===== src/rtl/lab1_imul_mul_arbiter_pkg.sv =====
// -----------------------------------------------------------------------------
// lab1_imul_mul_arbiter_pkg
//
// Shared types for the multiplier arbiter slice:
//   lab1_imul_req_msg_t  : 64-bit multiply request, a = [63:32], b = [31:0]
//   lab1_imul_resp_msg_t : 32-bit multiply result (low 32 bits of a*b)
//   owner_id_t           : 1-bit requester id (port 0 / port 1)
// -----------------------------------------------------------------------------
package lab1_imul_mul_arbiter_pkg;

  typedef logic [63:0] lab1_imul_req_msg_t;
  typedef logic [31:0] lab1_imul_resp_msg_t;
  typedef logic        owner_id_t;

  localparam owner_id_t OWNER_P0 = 1'b0;
  localparam owner_id_t OWNER_P1 = 1'b1;

  // Pack operands into a request message.
  function automatic lab1_imul_req_msg_t mk_req(input logic [31:0] a, input logic [31:0] b);
    return {a, b};
  endfunction

endpackage


===== src/rtl/lab1_imul_mul_arbiter_if.sv =====
// -----------------------------------------------------------------------------
// lab1_imul_mul_arbiter_if
//
// One val/rdy request channel plus its val/rdy response channel.
//   master : issues requests (drives req_val/req_msg), accepts responses
//            (drives resp_rdy)
//   slave  : accepts requests (drives req_rdy), returns responses
//            (drives resp_val/resp_msg)
// The arbiter is the slave of each requester and the master of the
// multiplier.
// -----------------------------------------------------------------------------
interface lab1_imul_mul_arbiter_if;
  import lab1_imul_mul_arbiter_pkg::*;

  logic                req_val;
  logic                req_rdy;
  lab1_imul_req_msg_t  req_msg;
  logic                resp_val;
  logic                resp_rdy;
  lab1_imul_resp_msg_t resp_msg;

  modport master (
    output req_val, req_msg, resp_rdy,
    input  req_rdy, resp_val, resp_msg
  );

  modport slave (
    input  req_val, req_msg, resp_rdy,
    output req_rdy, resp_val, resp_msg
  );

endinterface


===== src/rtl/lab1_imul_owner_fifo.sv =====
// -----------------------------------------------------------------------------
// lab1_imul_owner_fifo
//
// Records which requester owns each transaction in flight to the multiplier.
// Depth p_depth (power of two, >= 1), 1-bit entries.
//   clk, reset : clock, synchronous active-high reset (empties the FIFO)
//   enq_val    : push enq_data (ignored when full, even if a pop happens in
//                the same cycle, so full never depends on the pop path)
//   deq_val    : pop the head (ignored when empty)
//   deq_data   : current head entry (stale when empty)
//   full/empty : occupancy flags, registered-state only
//   count      : number of occupied entries
// -----------------------------------------------------------------------------
module lab1_imul_owner_fifo
  import lab1_imul_mul_arbiter_pkg::*;
#(
  parameter  int unsigned p_depth = 2,
  localparam int unsigned CNT_W   = $clog2(p_depth + 1),
  localparam int unsigned PTR_W   = (p_depth > 1) ? $clog2(p_depth) : 1
) (
  input  logic             clk,
  input  logic             reset,
  input  logic             enq_val,
  input  owner_id_t        enq_data,
  input  logic             deq_val,
  output owner_id_t        deq_data,
  output logic             full,
  output logic             empty,
  output logic [CNT_W-1:0] count
);

  logic [p_depth-1:0] mem_q,  mem_d;
  logic [PTR_W-1:0]   head_q, head_d;
  logic [PTR_W-1:0]   tail_q, tail_d;
  logic [CNT_W-1:0]   cnt_q,  cnt_d;
  logic               do_enq, do_deq;

  // Explicit wrap so non-power-of-two slips or depth 1 still behave.
  function automatic logic [PTR_W-1:0] ptr_inc(input logic [PTR_W-1:0] p);
    if (p == PTR_W'(p_depth - 1)) return '0;
    return p + PTR_W'(1);
  endfunction

  always_comb begin
    full     = (cnt_q == CNT_W'(p_depth));
    empty    = (cnt_q == '0);
    count    = cnt_q;
    deq_data = mem_q[head_q];
    do_enq   = enq_val && !full;
    do_deq   = deq_val && !empty;
  end

  always_comb begin
    mem_d  = mem_q;
    head_d = head_q;
    tail_d = tail_q;
    if (do_enq) begin
      mem_d[tail_q] = enq_data;
      tail_d        = ptr_inc(tail_q);
    end
    if (do_deq) begin
      head_d = ptr_inc(head_q);
    end
    cnt_d = cnt_q + CNT_W'(do_enq) - CNT_W'(do_deq);
  end

  always_ff @(posedge clk) begin
    if (reset) begin
      head_q <= '0;
      tail_q <= '0;
      cnt_q  <= '0;
    end else begin
      head_q <= head_d;
      tail_q <= tail_d;
      cnt_q  <= cnt_d;
    end
  end

  // Entry storage is only meaningful below cnt_q, so it needs no reset.
  always_ff @(posedge clk) begin
    mem_q <= mem_d;
  end

endmodule


===== src/rtl/lab1_imul_mul_arbiter.sv =====
// -----------------------------------------------------------------------------
// lab1_imul_mul_arbiter
//
// Shares one integer multiplier between two requesters. Requests are granted
// round-robin; the owner of each forwarded request is pushed onto an owner
// FIFO, and multiplier responses (which must return in request order) are
// steered back to the owner at the FIFO head. Zero added latency each way.
//
// Ports:
//   clk, reset      : clock, synchronous active-high reset; while reset is
//                     high every val/rdy output is held at 0
//   in0, in1        : requester channels (slave side)
//   mul             : multiplier channel (master side)
//   trace_prio      : current round-robin favourite (0 = port 0)
//   trace_count     : owner FIFO occupancy
//   trace_head      : owner id at the FIFO head (0 when empty)
//   trace_proto_err : multiplier response offered with nothing in flight;
//                     the response is ignored
// -----------------------------------------------------------------------------
module lab1_imul_mul_arbiter
  import lab1_imul_mul_arbiter_pkg::*;
#(
  parameter  int unsigned p_max_inflight = 2,
  localparam int unsigned CNT_W          = $clog2(p_max_inflight + 1)
) (
  input  logic                    clk,
  input  logic                    reset,
  lab1_imul_mul_arbiter_if.slave  in0,
  lab1_imul_mul_arbiter_if.slave  in1,
  lab1_imul_mul_arbiter_if.master mul,
  output logic                    trace_prio,
  output logic [CNT_W-1:0]        trace_count,
  output owner_id_t               trace_head,
  output logic                    trace_proto_err
);

  owner_id_t        prio_q, prio_d;
  owner_id_t        winner;
  owner_id_t        head;
  logic             any_val;
  logic             can_issue;
  logic             req_fire;
  logic             resp_fire;
  logic             fifo_full;
  logic             fifo_empty;
  logic [CNT_W-1:0] fifo_count;

  lab1_imul_owner_fifo #(
    .p_depth (p_max_inflight)
  ) u_owner_fifo (
    .clk      (clk),
    .reset    (reset),
    .enq_val  (req_fire),
    .enq_data (winner),
    .deq_val  (resp_fire),
    .deq_data (head),
    .full     (fifo_full),
    .empty    (fifo_empty),
    .count    (fifo_count)
  );

  // Grant: full comes from registered occupancy only, so nothing on the
  // response side can reach any req_rdy combinationally.
  always_comb begin
    any_val = in0.req_val || in1.req_val;
    winner  = OWNER_P0;
    if (in0.req_val && in1.req_val) begin
      winner = prio_q;
    end else if (in1.req_val) begin
      winner = OWNER_P1;
    end

    can_issue   = !reset && mul.req_rdy && !fifo_full;
    mul.req_val = !reset && any_val && !fifo_full;
    mul.req_msg = '0;
    if (any_val) begin
      mul.req_msg = (winner == OWNER_P1) ? in1.req_msg : in0.req_msg;
    end

    in0.req_rdy = can_issue && any_val && (winner == OWNER_P0);
    in1.req_rdy = can_issue && any_val && (winner == OWNER_P1);
    req_fire    = mul.req_val && mul.req_rdy;
  end

  // Round-robin: after each grant the other port is favoured.
  always_comb begin
    prio_d = prio_q;
    if (req_fire) begin
      prio_d = ~winner;
    end
  end

  always_ff @(posedge clk) begin
    if (reset) begin
      prio_q <= OWNER_P0;
    end else begin
      prio_q <= prio_d;
    end
  end

  // Response steering: only the head owner sees the multiplier response,
  // and the multiplier is back-pressured by that owner alone.
  always_comb begin
    in0.resp_val = 1'b0;
    in1.resp_val = 1'b0;
    in0.resp_msg = '0;
    in1.resp_msg = '0;
    mul.resp_rdy = 1'b0;
    if (!fifo_empty) begin
      if (head == OWNER_P1) begin
        in1.resp_val = !reset && mul.resp_val;
        in1.resp_msg = mul.resp_msg;
        mul.resp_rdy = !reset && in1.resp_rdy;
      end else begin
        in0.resp_val = !reset && mul.resp_val;
        in0.resp_msg = mul.resp_msg;
        mul.resp_rdy = !reset && in0.resp_rdy;
      end
    end
    resp_fire = mul.resp_val && mul.resp_rdy;
  end

  always_comb begin
    trace_prio      = prio_q;
    trace_count     = fifo_count;
    trace_head      = fifo_empty ? OWNER_P0 : head;
    trace_proto_err = !reset && mul.resp_val && fifo_empty;
  end

endmodule


===== src/flat_wrapper.sv =====
// flat-port wrapper written by rule: the top's interface ports become plain ports
module lab1_imul_mul_arbiter_flat import lab1_imul_mul_arbiter_pkg::*;
#(
  parameter  int unsigned p_max_inflight = 2,
  localparam int unsigned CNT_W          = $clog2(p_max_inflight + 1)
)
  (clk, reset, trace_prio, trace_count, trace_head, trace_proto_err, in0_req_val, in0_req_msg, in0_resp_rdy, in0_req_rdy, in0_resp_val, in0_resp_msg, in1_req_val, in1_req_msg, in1_resp_rdy, in1_req_rdy, in1_resp_val, in1_resp_msg, mul_req_val, mul_req_msg, mul_resp_rdy, mul_req_rdy, mul_resp_val, mul_resp_msg);
  lab1_imul_mul_arbiter_if in0_i ();
  lab1_imul_mul_arbiter_if in1_i ();
  lab1_imul_mul_arbiter_if mul_i ();
  input  logic clk;
  input  logic reset;
  output logic trace_prio;
  output logic [CNT_W-1:0] trace_count;
  output owner_id_t trace_head;
  output logic trace_proto_err;
  input wire logic [$bits(in0_i.req_val)-1:0] in0_req_val;
  input wire logic [$bits(in0_i.req_msg)-1:0] in0_req_msg;
  input wire logic [$bits(in0_i.resp_rdy)-1:0] in0_resp_rdy;
  output wire logic [$bits(in0_i.req_rdy)-1:0] in0_req_rdy;
  output wire logic [$bits(in0_i.resp_val)-1:0] in0_resp_val;
  output wire logic [$bits(in0_i.resp_msg)-1:0] in0_resp_msg;
  input wire logic [$bits(in1_i.req_val)-1:0] in1_req_val;
  input wire logic [$bits(in1_i.req_msg)-1:0] in1_req_msg;
  input wire logic [$bits(in1_i.resp_rdy)-1:0] in1_resp_rdy;
  output wire logic [$bits(in1_i.req_rdy)-1:0] in1_req_rdy;
  output wire logic [$bits(in1_i.resp_val)-1:0] in1_resp_val;
  output wire logic [$bits(in1_i.resp_msg)-1:0] in1_resp_msg;
  output wire logic [$bits(mul_i.req_val)-1:0] mul_req_val;
  output wire logic [$bits(mul_i.req_msg)-1:0] mul_req_msg;
  output wire logic [$bits(mul_i.resp_rdy)-1:0] mul_resp_rdy;
  input wire logic [$bits(mul_i.req_rdy)-1:0] mul_req_rdy;
  input wire logic [$bits(mul_i.resp_val)-1:0] mul_resp_val;
  input wire logic [$bits(mul_i.resp_msg)-1:0] mul_resp_msg;
  assign in0_i.req_val = in0_req_val;
  assign in0_i.req_msg = in0_req_msg;
  assign in0_i.resp_rdy = in0_resp_rdy;
  assign in0_req_rdy = in0_i.req_rdy;
  assign in0_resp_val = in0_i.resp_val;
  assign in0_resp_msg = in0_i.resp_msg;
  assign in1_i.req_val = in1_req_val;
  assign in1_i.req_msg = in1_req_msg;
  assign in1_i.resp_rdy = in1_resp_rdy;
  assign in1_req_rdy = in1_i.req_rdy;
  assign in1_resp_val = in1_i.resp_val;
  assign in1_resp_msg = in1_i.resp_msg;
  assign mul_req_val = mul_i.req_val;
  assign mul_req_msg = mul_i.req_msg;
  assign mul_resp_rdy = mul_i.resp_rdy;
  assign mul_i.req_rdy = mul_req_rdy;
  assign mul_i.resp_val = mul_resp_val;
  assign mul_i.resp_msg = mul_resp_msg;
  lab1_imul_mul_arbiter #(.p_max_inflight(p_max_inflight)) u_core (.clk(clk), .reset(reset), .in0(in0_i), .in1(in1_i), .mul(mul_i), .trace_prio(trace_prio), .trace_count(trace_count), .trace_head(trace_head), .trace_proto_err(trace_proto_err));
endmodule

===== config.mk =====
export PLATFORM = sky130hd
export DESIGN_NAME = lab1_imul_mul_arbiter_flat
export DESIGN_NICKNAME = d
export VERILOG_FILES = /design/src/rtl/lab1_imul_mul_arbiter_pkg.sv /design/src/rtl/lab1_imul_mul_arbiter_if.sv /design/src/rtl/lab1_imul_owner_fifo.sv /design/src/rtl/lab1_imul_mul_arbiter.sv /design/src/flat_wrapper.sv
export SDC_FILE = /design/constraint.sdc
export NUM_CORES = 1
export LEC_CHECK = 0
export CAP_MARGIN = 20
export CELL_PAD_IN_SITES_DETAIL_PLACEMENT = 1
export CELL_PAD_IN_SITES_GLOBAL_PLACEMENT = 1
export CORE_ASPECT_RATIO = 0.6
export CORE_MARGIN = 3
export CORE_UTILIZATION = 13
export DETAILED_ROUTE_END_ITERATION = 16
export GPL_ROUTABILITY_DRIVEN = 0
export PLACE_DENSITY = 0.89
export SLEW_MARGIN = 20
export SYNTH_ARGS = -nofsm -noshare
export SYNTH_HDL_FRONTEND = slang
export SYNTH_SLANG_ARGS = --single-unit

===== constraint.sdc =====
create_clock -name clk -period 2.4 [get_ports clk]
set_input_delay 0.36 -clock clk [delete_from_list [all_inputs] [get_ports clk]]
set_output_delay 0.36 -clock clk [all_outputs]
set_load 0.005 [all_outputs]

==> metrics.md <==
| Metric | Value |
|---|---|
| Worst Hold Launch | `u_core.u_owner_fifo.tail_q` |
| Die span in y | `104 um` |
| Largest net degree at the start of global routing | `56` |
| Port buffer count | `306` |
| DIE AREA | `0.0176 mm2` |
| DR WL/cell | `16.8 um` |
| WL final | `14.0 mm` |
| CTS Sinks | `7` |
| Share of post-route cells with drive strength above 1 | `5.56%` |
| Initial antenna violation count | `0` |
| Cells along the critical path | `mux2i_4 -> buf_4 -> nor2_4 -> buf_12 -> and2_1 -> clkdlybuf4s50_1` |
| Sequential fraction of the synthesis area | `7.70%` |
| Buf+Inv Stages, Crit Path | `3` |
| Final Hold Viols | `0` |
| Commonest non-fill, non-tap cells in the layout | `clkdlybuf4s50_1, nand2_1, o211ai_1, and2_1, o21ai_0` |
| Fin Setup TNS | `0 ps` |
| Cell Pwr Density | `271 mW/mm2` |
| Worst-Margin Slew | `363 ps` |
| Gr ovfl total | `0` |
| Commonest non-fill, non-tap cell in the layout | `clkdlybuf4s50_1` |
| H-Tree Level Count | `1` |
| Post-DP HPWL | `11.3 mm` |
| Period utilisation layout | `94.4%` |
| Crit path capture type | `output port` |
| Yosys warns | `0` |
| Status | `complete, no violations` |
| Area grow syn2layout | `162%` |
| Worst r2r dst | `u_core.u_owner_fifo.count[1]` |
| RSZ-0062 raised after global routing | `no` |
| Hold EP | `u_core.u_owner_fifo.tail_q` |
| Final #Nets | `801` |
| Post-cts gate resize count | `0` |
| Max Cap Violations | `0` |
| Post CTS Setup Buffer Count | `0` |
| Worst VDD drop | `0.000211 V` |
| Via/cell ratio | `4.40` |
| DRC viols | `0` |
| # IOs | `307` |
| Fillers | `1878` |
| Hold depth | `1` |
| Hold bufs inserted after CTS | `0` |
| First-pass GRT wire length | `21.2 mm` |
| Fmax | `0.441 GHz` |
| CTS max path bufs | `2` |
| TritonCTS clock tree | `built` |
| CP Data Required Time | `2040 ps` |
| Vias | `3665` |
| Leakage | `1.96 nW` |
| Initial Util | `13.4%` |
| Overall Global Routing Usage | `14.6%` |
| Layout Cells excl Fill | `833` |
| Max_slew headroom | `75.8%` |
| Syn_nets | `513` |
| Final core utilization | `35.2%` |
| Syn avg cell area | `6.07 um2` |
| Row cnt | `35` |
| Reg2reg setup slack | `270 ps` |
| CP delay by family, top | `buffers and inverters` |
| Post-Syn Area | `0.00208 mm2` |
| Clock skew | `4.46 ps` |
| Clock slew at reported path FFs | `40 ps` |
| Synth cell types | `29` |
| CP Launch Type | `flip-flop` |
| Cts bufs inserted | `3` |
| Post-synthesis cell count | `343` |
| CP max stage delay | `480 ps` |
| Minimum clock period | `2270 ps` |
| Clock Latency Late Sink | `230 ps` |
| Critical-path top delay cell | `clkdlybuf4s50_1` |
| Final WS setup | `134 ps` |
| Iter 0 DRT Violations | `97` |
| First-pass DRT Iterations | `4` |
| Worst min path class | `reg2reg` |
| Vias in the first global route | `3778` |
| Post-DRT Antenna Nets | `0` |
| Core area | `0.0155 mm2` |
| Setup Crit Path Kind | `reg2out` |
| Clk root buf | `clkbuf_16` |
| Critical-path maximum fanout | `33` |
| Dpl ws | `114 ps` |
| Max-slew violation count | `0` |
| RR Startpoint | `u_core.u_owner_fifo.head_q` |
| Reg2reg path depth | `10` |
| Seq cells post-synth | `7` |
| Hold WS | `517 ps` |
| CP arrival | `1910 ps` |
| Die X | `169 um` |
| Final setup viols | `0` |
| Ant. Diodes | `0` |
| Inst Count DP | `828` |
[power breakdown]
part / internal [mW] / leakage [nW] / switching, mW
combinational: 0.656 / 1.86 / 0.398
clock: 0.219 / 0.0409 / 0.0649
sequential: 0.133 / 0.0604 / 0.00912
[final cells by class]
cell class | instances | area [um2] | share of cell area [%]
repair buffers | 323 | 3220 | 59.0
multi-input cells | 292 | 1730 | 31.6
clock buffers | 3 | 75.1 | 1.38
well taps | 203 | 254 | 4.65
inverters | 4 | 15.0 | 0.275
clock inverters | 1 | 5.00 | 0.0917
flip-flops and latches | 7 | 163 | 2.98
[worst max path at each step]
stage / startpoint / end / slack (ps) / cells past startpoint
floorplan: u_core.u_owner_fifo.head_q / u_core.u_owner_fifo.count[1] / 470 / 9
global placement: reset / u_core.u_owner_fifo.count[1] / 210 / 10
detailed placement: reset / u_core.u_owner_fifo.count[1] / 110 / 10
CTS: u_core.u_owner_fifo.head_q / in0_resp_msg[1] / 30 / 4
global route: reset / in1_resp_val / 50 / 5
finish: u_core.u_owner_fifo.head_q / in1_resp_msg[28] / 130 / 6
[per-layer routing]
layer / track usage, % / share of wire [%] / vias to the layer above
met2: 25.9 / 48 / 121
met5: 0 / 0 / -
li1: - / - / 1785
met1: 18.8 / 45 / 1751
met4: 1.69 / 0.68 / 0
met3: 2.66 / 6.0 / 8
[synthesized netlist by cell type, drive strengths merged]
library cell  number  area, um2
ha                 2       25.0
dfxtp              5        100
nor3               4       20.0
clkbuf            25       93.8
inv                4       15.0
o21ai             64        320
o211ai            66        495
o2111ai            1       15.0
or2                1       6.26
mux2               1       11.3
o21a               1       7.51
and2              64        400
buf               16       95.1
nor2               6       32.5
o211a              1       10.0
nand2             67        251
xnor2              2       17.5
nor2b              4       25.0
and3               1       6.26
edfxtp             2       60.1
mux2i              5       62.6
and2b              1       10.0
[per-stage QoR]
| stage | cell area, um2 | total power, mW |
|---|---|---|
| after floorplan | 2080 | 0.476 |
| after global placement | 5370 | 1.18 |
| after detailed placement | 5370 | 1.20 |
| after CTS | 5450 | 1.49 |
| after global routing | 5460 | 1.58 |
| final | 5460 | 1.48 |
[worst reg2reg max path, cell delays in order, from the launching register on]
cell and delay, ps:
dfxtp_2 360, mux2i_4 270, buf_4 190, mux2i_1 230, nor3_1 90, ha_1 300
inv_1 40, ha_1 180, xnor2_1 180, xnor2_1 140, nor2_1 50
[cells by family (layout without fill, tap and decap cells)]
kind of cell,after synthesis,in the layout,synth area share [%]
DFF,7,7,7.70
AOI/OAI and AO/OA,133,133,40.8
buffers and inverters,45,331,9.80
muxes,6,6,3.55
adders and majority gates,2,2,1.20
xor gates and xnor gates,2,2,0.842
and+or+nand+nor,148,149,36.1
[state kept, by name, indices dropped and copies added, names as in the netlist]
signal                      flops
u_core.u_owner_fifo.tail_q      1
u_core.trace_prio               1
u_core.u_owner_fifo.head_q      1
u_core.u_owner_fifo.count       2
u_core.u_owner_fifo.mem_q       2
Power figures use the tool's default switching activity.
